`config.mk`:
```
export PLATFORM = sky130hd
export DESIGN_NAME = ansi_escape_parser
export DESIGN_NICKNAME = d
export VERILOG_FILES = /design/src/rtl/ansi_escape_parser.sv
export SDC_FILE = /design/constraint.sdc
export NUM_CORES = 1
export LEC_CHECK = 0
export CAP_MARGIN = 10
export CELL_PAD_IN_SITES_DETAIL_PLACEMENT = 0
export CELL_PAD_IN_SITES_GLOBAL_PLACEMENT = 1
export CORE_MARGIN = 2
export CORE_UTILIZATION = 44
export DETAILED_ROUTE_END_ITERATION = 8
export GPL_ROUTABILITY_DRIVEN = 0
export GPL_TIMING_DRIVEN = 0
export PLACE_DENSITY_LB_ADDON = 0.1
export SYNTH_ARGS = -nofsm -noshare
export SYNTH_HDL_FRONTEND = slang
export SYNTH_SLANG_ARGS = --single-unit
```
`constraint.sdc`:
```
create_clock -name clk -period 3.92 [get_ports clk]
set_clock_uncertainty 0.05 [all_clocks]
set_input_delay 0.784 -clock clk [delete_from_list [all_inputs] [get_ports clk]]
set_output_delay 0.784 -clock clk [all_outputs]
set_load 0.1 [all_outputs]
```
`src/rtl/ansi_escape_parser.sv`:
```
// ANSI/VT byte-stream parser: C0 controls, printables, ESC and CSI sequences.
// Optional `?` private-prefix handling is enabled by defining PARSER_PRIVATE_MODE_EN.
package ansi_escape_parser_pkg;
  typedef enum logic [4:0] {
    INPUT,
    BACKSPACE,
    TAB,
    LINEFEED,
    CARRIAGE_RETURN,
    RESET_TERM,
    REVERSE_INDEX,
    SAVE_CURSOR,
    RESTORE_CURSOR,
    CURSOR_UP,
    CURSOR_DOWN,
    CURSOR_FORWARD,
    CURSOR_BACK,
    CURSOR_POSITION,
    ERASE_DISPLAY,
    ERASE_LINE,
    SET_ATTRIBUTE,
    SET_MODE,
    RESET_MODE
  } CommandsType;
endpackage

module ansi_escape_parser
  import ansi_escape_parser_pkg::*;
#(
  parameter int MAX_PARAMS  = 4,
  parameter int PARAM_WIDTH = 8
) (
  input  logic                                  clk,
  input  logic                                  rst,
  input  logic                                  dataValid,
  input  logic [7:0]                            data,
  output logic                                  dataReady,
  output logic                                  commandReady,
  input  logic                                  commandAck,
  output CommandsType                           commandType,
  // param = {Pprivate, Pcount[3:0], Pn[MAX_PARAMS-1] .. Pn[0], Pchar[7:0]}
  output logic [8+MAX_PARAMS*PARAM_WIDTH+4:0]   param
);

  localparam int IW = $clog2(MAX_PARAMS + 1);
  localparam int CW = PARAM_WIDTH + 4;

  typedef enum logic [1:0] {
    ST_GROUND,
    ST_ESCAPE,
    ST_CSI_PARAM,
    ST_CSI_IGNORE
  } state_t;

  state_t                 state_q, state_d;
  logic                   byte_valid_q, byte_valid_d;
  logic [7:0]             byte_q, byte_d;
  logic                   cmd_ready_q, cmd_ready_d;
  CommandsType            cmd_type_q, cmd_type_d;
  logic [7:0]             pchar_q, pchar_d;
  logic [PARAM_WIDTH-1:0] pn_q [MAX_PARAMS];
  logic [PARAM_WIDTH-1:0] pn_d [MAX_PARAMS];
  logic [3:0]             pcount_q, pcount_d;
  logic [IW-1:0]          idx_q, idx_d;
  logic                   pprivate_q;
`ifdef PARSER_PRIVATE_MODE_EN
  logic                   pprivate_d;
  logic                   first_q, first_d;
`endif

  logic                   emit;
  CommandsType            emit_type;
  logic [CW-1:0]          acc;
  logic [7:0]             b;

  assign b = byte_q;

  always_comb begin
    state_d      = state_q;
    byte_valid_d = byte_valid_q;
    byte_d       = byte_q;
    cmd_ready_d  = cmd_ready_q;
    cmd_type_d   = cmd_type_q;
    pchar_d      = pchar_q;
    pn_d         = pn_q;
    pcount_d     = pcount_q;
    idx_d        = idx_q;
`ifdef PARSER_PRIVATE_MODE_EN
    pprivate_d   = pprivate_q;
    first_d      = first_q;
`endif
    emit         = 1'b0;
    emit_type    = INPUT;
    acc          = '0;

    if (cmd_ready_q && commandAck) cmd_ready_d = 1'b0;

    // One-byte input stage; it only drains while no command is pending.
    if (!cmd_ready_q) begin
      byte_valid_d = dataValid;
      if (dataValid) byte_d = data;
    end

    if (byte_valid_q && !cmd_ready_q) begin
      if (state_q == ST_GROUND) begin
        if (b >= 8'h20 && b <= 8'h7E) begin
          emit = 1'b1;
          emit_type = INPUT;
        end else begin
          case (b)
            8'h08:               begin emit = 1'b1; emit_type = BACKSPACE;       end
            8'h09:               begin emit = 1'b1; emit_type = TAB;             end
            8'h0A, 8'h0B, 8'h0C: begin emit = 1'b1; emit_type = LINEFEED;        end
            8'h0D:               begin emit = 1'b1; emit_type = CARRIAGE_RETURN; end
            8'h1B:               state_d = ST_ESCAPE;
            default: ;
          endcase
        end
      end else if (b < 8'h20) begin
        if (b == 8'h18 || b == 8'h1A) state_d = ST_GROUND;
        else if (b == 8'h1B)          state_d = ST_ESCAPE;
      end else begin
        case (state_q)
          ST_ESCAPE: begin
            state_d = ST_GROUND;
            case (b)
              "[": begin
                state_d  = ST_CSI_PARAM;
                for (int unsigned i = 0; i < MAX_PARAMS; i++) pn_d[i] = '0;
                pcount_d = '0;
                idx_d    = '0;
`ifdef PARSER_PRIVATE_MODE_EN
                pprivate_d = 1'b0;
                first_d    = 1'b1;
`endif
              end
              "c":     begin emit = 1'b1; emit_type = RESET_TERM;     end
              "D":     begin emit = 1'b1; emit_type = LINEFEED;       end
              "M":     begin emit = 1'b1; emit_type = REVERSE_INDEX;  end
              "7":     begin emit = 1'b1; emit_type = SAVE_CURSOR;    end
              "8":     begin emit = 1'b1; emit_type = RESTORE_CURSOR; end
              default: ;
            endcase
          end
          ST_CSI_PARAM: begin
`ifdef PARSER_PRIVATE_MODE_EN
            first_d = 1'b0;
`endif
            if (b >= "0" && b <= "9") begin
              if (idx_q < IW'(MAX_PARAMS)) begin
                for (int unsigned i = 0; i < MAX_PARAMS; i++) begin
                  if (IW'(i) == idx_q) begin
                    acc = CW'(pn_q[i]) * CW'(10) + CW'(b[3:0]);
                    pn_d[i] = (acc > CW'({PARAM_WIDTH{1'b1}})) ? '1 : acc[PARAM_WIDTH-1:0];
                  end
                end
                if (pcount_q < 4'(idx_q) + 4'd1) pcount_d = 4'(idx_q) + 4'd1;
              end
            end else if (b == ";") begin
              if (idx_q < IW'(MAX_PARAMS)) idx_d = idx_q + IW'(1);
              pcount_d = (4'(idx_q) + 4'd2 < 4'(MAX_PARAMS)) ? 4'(idx_q) + 4'd2 : 4'(MAX_PARAMS);
            end else if (b == "?") begin
`ifdef PARSER_PRIVATE_MODE_EN
              if (first_q) pprivate_d = 1'b1;
              else         state_d    = ST_CSI_IGNORE;
`else
              state_d = ST_CSI_IGNORE;
`endif
            end else if (b >= 8'h40 && b <= 8'h7E) begin
              state_d = ST_GROUND;
              emit    = 1'b1;
              case (b)
                "A":      emit_type = CURSOR_UP;
                "B":      emit_type = CURSOR_DOWN;
                "C":      emit_type = CURSOR_FORWARD;
                "D":      emit_type = CURSOR_BACK;
                "H", "f": emit_type = CURSOR_POSITION;
                "J":      emit_type = ERASE_DISPLAY;
                "K":      emit_type = ERASE_LINE;
                "m":      emit_type = SET_ATTRIBUTE;
                "h":      emit_type = SET_MODE;
                "l":      emit_type = RESET_MODE;
                default:  emit      = 1'b0;
              endcase
            end else if (b < 8'h40) begin
              // Remaining sub-0x40 bytes here are intermediates, ':' and '<'..'>'.
              state_d = ST_CSI_IGNORE;
            end
          end
          ST_CSI_IGNORE: begin
            if (b >= 8'h40 && b <= 8'h7E) state_d = ST_GROUND;
          end
          default: state_d = ST_GROUND;
        endcase
      end

      if (emit) begin
        cmd_ready_d = 1'b1;
        cmd_type_d  = emit_type;
        pchar_d     = b;
        state_d     = ST_GROUND;
      end
    end
  end

  always_ff @(posedge clk or posedge rst) begin
    if (rst) begin
      state_q      <= ST_GROUND;
      byte_valid_q <= 1'b0;
      byte_q       <= '0;
      cmd_ready_q  <= 1'b0;
      cmd_type_q   <= INPUT;
      pchar_q      <= '0;
      for (int unsigned i = 0; i < MAX_PARAMS; i++) pn_q[i] <= '0;
      pcount_q     <= '0;
      idx_q        <= '0;
`ifdef PARSER_PRIVATE_MODE_EN
      pprivate_q   <= 1'b0;
      first_q      <= 1'b0;
`endif
    end else begin
      state_q      <= state_d;
      byte_valid_q <= byte_valid_d;
      byte_q       <= byte_d;
      cmd_ready_q  <= cmd_ready_d;
      cmd_type_q   <= cmd_type_d;
      pchar_q      <= pchar_d;
      pn_q         <= pn_d;
      pcount_q     <= pcount_d;
      idx_q        <= idx_d;
`ifdef PARSER_PRIVATE_MODE_EN
      pprivate_q   <= pprivate_d;
      first_q      <= first_d;
`endif
    end
  end

`ifndef PARSER_PRIVATE_MODE_EN
  assign pprivate_q = 1'b0;
`endif

  assign dataReady    = !cmd_ready_q;
  assign commandReady = cmd_ready_q;
  assign commandType  = cmd_type_q;

  assign param[7:0] = pchar_q;
  for (genvar g = 0; g < MAX_PARAMS; g++) begin : g_pn
    assign param[8 + g*PARAM_WIDTH +: PARAM_WIDTH] = pn_q[g];
  end
  assign param[8 + MAX_PARAMS*PARAM_WIDTH +: 4] = pcount_q;
  assign param[8 + MAX_PARAMS*PARAM_WIDTH + 4]  = pprivate_q;

endmodule

```
; ---- Word level (Yosys, flattened, before mapping)
; Cells that the tools add are included.
[word_totals]
register_bits = 64
inputBits = 12
out_inout_bits = 52
wordCells = 178
[classes]
n_addsub = 7
mul = 4
order_cmp = 14
n_eq_ne = 50
mux = 64
n_bitwise = 3
reduce_logical = 24
[ops]
columns = op, n
row1 = $eq A8 B7 Y1 const B, 14
row2 = $mux W32, 3
row3 = $mux W8, 8
row4 = $pmux W32 S2, 1
row5 = $pmux W5 S10, 1
row6 = $add A12 B4 Y12, 4
row7 = $eq A8 B4 Y1 const B, 6
row8 = $gt A12 B8 Y1 const B, 4
row9 = $reduce_and A8 Y1, 6
row10 = $mul A8 B3 Y11 const B, 4
row11 = $eq A8 B6 Y1 const B, 4
row12 = $mux W5, 6
row13 = $mux W2, 13
row14 = $eq A8 B5 Y1 const B, 3
row15 = $mux W4, 6
row16 = $pmux W4 S5, 1
row17 = $ge A8 B6 Y1 const B, 2
row18 = $ne A2 B2 Y1 const B, 8
row19 = $mux W3, 5
row20 = $ne A5 B5 Y1 const B, 3
row21 = $mux W1, 14
row22 = $pmux W3 S4, 1
row23 = $reduce_or A11 Y1, 1
row24 = $pmux W5 S2, 1
row25 = 36 further kinds, 47

; ---- Logic depth before layout (Yosys ltp)
[depth]
word_depth = 13
depth_mapped = 11
depth_no_buf = 10

; ---- Worst setup path after synthesis
; Ideal clock, no wire load.
[synth_timing]
path_kind = reg2reg
start = register pn_q, in the netlist param[25]
end = register pn_q, in the netlist param[24]
setup_time_ps = 139
arrival_ps = 3625
required_time_ps = 3731
slack_ps = 106
path_stages_with_launch = 11
path_buffers = 0
period_less_slack_ps = 3814
cell_sequence = dfrtp_1 > ha_1 > ha_1 > inv_1 > fa_1 > nand2b_1 > nor2_1 > or4b_4 > o31a_1 > a2111oi_4 > a21oi_1
[synth_between]
elab_chain_cells = 8
[synth_lines]
columns = item, line_no
row1 = start: declaration, 61  ; logic [PARAM_WIDTH-1:0] pn_q [MAX_PARAMS];
row2 = start signal: assignment, 228  ; pn_q <= pn_d;
row3 = $mul A8 B3 Y11, 153  ; acc = CW'(pn_q[i]) * CW'(10) + CW'(b[3:0]);
row4 = $add A12 B4 Y12, 153
row5 = $gt A12 B8 Y1, 154  ; pn_d[i] = (acc > CW'({PARAM_WIDTH{1'b1}})) ? '1 : acc[PARAM_WIDTH-1:0];
row6 = $mux W8, 154
row7 = $mux W8, 152  ; if (IW'(i) == idx_q) begin
row8 = $mux W32, 150  ; if (idx_q < IW'(MAX_PARAMS)) begin
row9 = $mux W32, 149  ; if (b >= "0" && b <= "9") begin
row10 = $pmux W32 S2, 123  ; case (state_q)
; No other way between the ends. The select of a mux whose other input is x is not followed.
; A chain may end at the register's enable or synchronous reset.

; ---- Final worst setup path
; Same ends and word-level chain as after synthesis.

==> qor.csv <==
stage;metric;value;unit
status;status;completed;
clock_tree;cts-root-buf;clkbuf_16;
finish;fin_nets;752;
clock_tree;clock_sinks;64;
finish;syn_to_final_growth;20.6;%
drt;dr.pass1.iters;8;
drt;drt-initial-drc-count;230;
setup_path;crit_buf_inv;1;
worst_hold_path;min_to;byte_valid_q;
clock_tree;tritoncts;built;
setup_path;cp_top_family;compound AO/OA/AOI/OAI gates;
power_and_ir_drop;ir_drop;423;uV
grt;grt_overflow;0;
synth;synth_ff_type;dfrtp_1;
setup_path;cpMostUsedCell;ha_1;
grt;antenna_found_initial;0;
timing;fin_ws;0.411;ns
setup_path;crit_path_start_kind;flip-flop;
synth;synth_edf_count;0;
synth;synth_cell_type_count;71;
synth;ys_seq_area_share;29.2;%
clock_tree;cts_resized;0;
setup_path;r2r_slack;0.41;ns
place;io_buffers;62;
setup_path;worstPathArrival;3.65;ns
floorplan;rows;40;
setup_path;rr_endpoint;param[24];
timing;worstMarginPinSlew;0.990;ns
setup_path;r2r_cells;10;
setup_path;crit_path_cell_trace;ha_1, ha_1, inv_1, fa_1, nand2b_1, nor2_1, or4b_4, o31a_1, a2111oi_4, a21oi_1;
flow_run;cap_violations;0;
clock_tree;insertion_delay;0.34;ns
worst_hold_path;hp-start;byte_valid_q;
setup_path;crit_required;4.06;ns
timing;final.min_clock_period;3.51;ns
floorplan;core_area;12100;sq um
place;dp_hpwl;10.6;mm
floorplan;die_y;116;um
place;dpl_cell_area;6320;sq um
synth;synthesis.instances;587;
drt;wire_per_inst;17.1;um
timing;tns;0;ns
clock_tree;hold_buffers;0;
clock_tree;ctsHtreeMaxLevel;3;
floorplan;initial_utilization;45.3;%
drt;wirelength;14.2;mm
setup_path;critical_path_class;reg -> reg;
timing;rsz0062_at_grt;false;
setup_path;cp_slowest_cell;a2111oi_4;
floorplan;ios;64;
clock_tree;clock_path_buffers;2;
power_and_ir_drop;powerDensity;443;nW/um^2
timing;setup_viol;0;
timing;slew_violations;0;
place;pre_cts_ws;0.420;ns
power_and_ir_drop;power_leakage;0.00302;uW
clock_tree;cts_buffers;9;
synth;yosysWarnings;0;
setup_path;crit_path_max_fanout;8;
synth;synth_seq_cells;64;
synth;syn_avg_cell_area;9.36;sq um
finish;fin_cells;833;
setup_path;end_kind;flip-flop;
timing;max_freq;285;MHz
timing;hold_viol;0;
worst_hold_path;hold_depth;1;
grt;grt_pass1_vias;4764;
setup_path;cpPeakStageDelay;0.59;ns
synth;async_flop_share;100;%
drt;drt.antenna.violating_nets;0;
drt;num_vias;4713;
floorplan;die-area;13400;sq um
synth;syn_nets;679;
drt;post-route-drc-count;0;
finish;final_area;6620;sq um
finish;drive_gt1_share;8.42;%
place;dpl.cell_count;817;
finish;antenna_cells;0;
floorplan;fp.dieW;116;um
clock_tree;post_cts_buffers;0;
grt;grt_pass1_wl;23.9;mm
timing;min_period_over_period;89.5;%
drt;viasPerCell;5.66;
finish;final_core_utilization;54.7;%
clock_tree;clk_pin_slew_worst_paths;0.06;ns
grt;grt_max_degree;65;
setup_path;r2r_start;param[25];
timing;relSlewSlack;33.8;%
worst_hold_path;hold_class;reg -> reg;
synth;syn-cell-area;5490;sq um
grt;track_usage;22.5;%
==> cell families (layout without fill, tap and decap cells) <==
group | after synthesis | after routing | share of synthesized area (%)
DFF | 64 | 64 | 29.2
other | 1 | 1 | 0.0683
and+or+nand+nor | 153 | 153 | 15.4
xor gates and xnor gates | 25 | 25 | 3.99
muxes | 32 | 32 | 6.70
adders and majority gates | 80 | 80 | 19.3
AOI/OAI and AO/OA | 171 | 171 | 20.7
buffers and inverters | 61 | 139 | 4.67
==> worst max path at each step <==
stage | start | to | slack [ns] | cells past startpoint
floorplan | param[25] | param[24] | 0.11 | 10
global placement | rst | commandType[2] | 0.24 | 2
detailed placement | param[25] | param[26] | 0.42 | 10
CTS | param[17] | param[23] | 0.41 | 10
global route | b[2] | param[34] | 0.09 | 10
finish | param[25] | param[24] | 0.41 | 10
==> placed cells by master (no fill, tap or decap), drive strengths merged, types with 4 or more instances in the layout <==
cell	synthesis	layout
mux2i	18	18
clkbuf	12	21
a21oi	60	60
a211oi	4	4
and2	5	5
xnor2	11	11
a21o	15	15
o22ai	4	4
nor2	22	22
nand2	34	34
buf	12	12
fa	8	8
o21ai	25	25
nand3	13	13
xor2	14	14
nor4	4	4
nand4	4	4
mux2	14	14
inv	36	37
o21a	11	11
ha	72	72
dfrtp	64	64
nor2b	11	11
nor3	15	15
o31ai	6	6
or2	6	6
clkdlybuf4s50	0	62
and3	6	6
nand2b	9	9
a31oi	8	8
==> layout make-up <==
class / count / area [sq um]
Clock inverter: 7 / 71.3
Buffer: 24 / 118
Timing Repair Buffer: 62 / 621
Clock buffer: 9 / 225
Multi-Input combinational cell: 462 / 3630
Tap cell: 168 / 210
Inverter: 37 / 141
Sequential cell: 64 / 1600
Fill cell: 1154 / 5490
==> power breakdown <==
group | switching (uW) | internal, uW
combinational | 890 | 399
sequential | 98.4 | 746
clock | 307 | 491
==> sequential cells by signal, indices dropped and copies added (netlist names) <==
register,cells
param,32
b,8
pchar_q,8
commandType,5
pcount_q,4
idx_q,3
state_q,2
byte_valid_q,1
commandReady,1
==> cell usage after synthesis (6+ instances only) <==
| library cell | count | area (sq um) |
|---|---|---|
| ha_1 | 72 | 901 |
| dfrtp_1 | 64 | 1600 |
| a21oi_1 | 60 | 300 |
| inv_1 | 36 | 135 |
| nand2_1 | 33 | 124 |
| o21ai_0 | 25 | 125 |
| nor2_1 | 22 | 82.6 |
| mux2i_1 | 18 | 180 |
| a21o_1 | 15 | 113 |
| nor3_1 | 15 | 75.1 |
| xor2_1 | 14 | 123 |
| nand3_1 | 13 | 65.1 |
| clkbuf_1 | 12 | 45.0 |
| nor2b_1 | 11 | 68.8 |
| o21a_1 | 11 | 82.6 |
| xnor2_1 | 11 | 96.3 |
| nand2b_1 | 9 | 56.3 |
| a31oi_1 | 8 | 50.1 |
| fa_1 | 8 | 160 |
| mux2_4 | 8 | 120 |
| buf_2 | 7 | 35.0 |
| and3_1 | 6 | 37.5 |
| mux2_2 | 6 | 67.6 |
| o31ai_1 | 6 | 45.0 |
| or2_2 | 6 | 37.5 |
==> stage by stage <==
step           total power (uW)  hold WS [ns]
3_3_place_gp               2130         0.409
5_1_grt                    3090         0.448
2_1_floorplan              1810         0.396
6_report                   2930         0.433
3_5_place_dp               2130         0.420
4_1_cts                    2950         0.434
==> layer usage <==
metal	vias up	global-route usage, %	wire (um)
met4	0	6.67	260
met2	100	37.2	6760
met1	2277	30.7	6690
met3	20	3.29	505
li1	2316	-	-
met5	-	0	0
(Power assumes the default switching activity.)
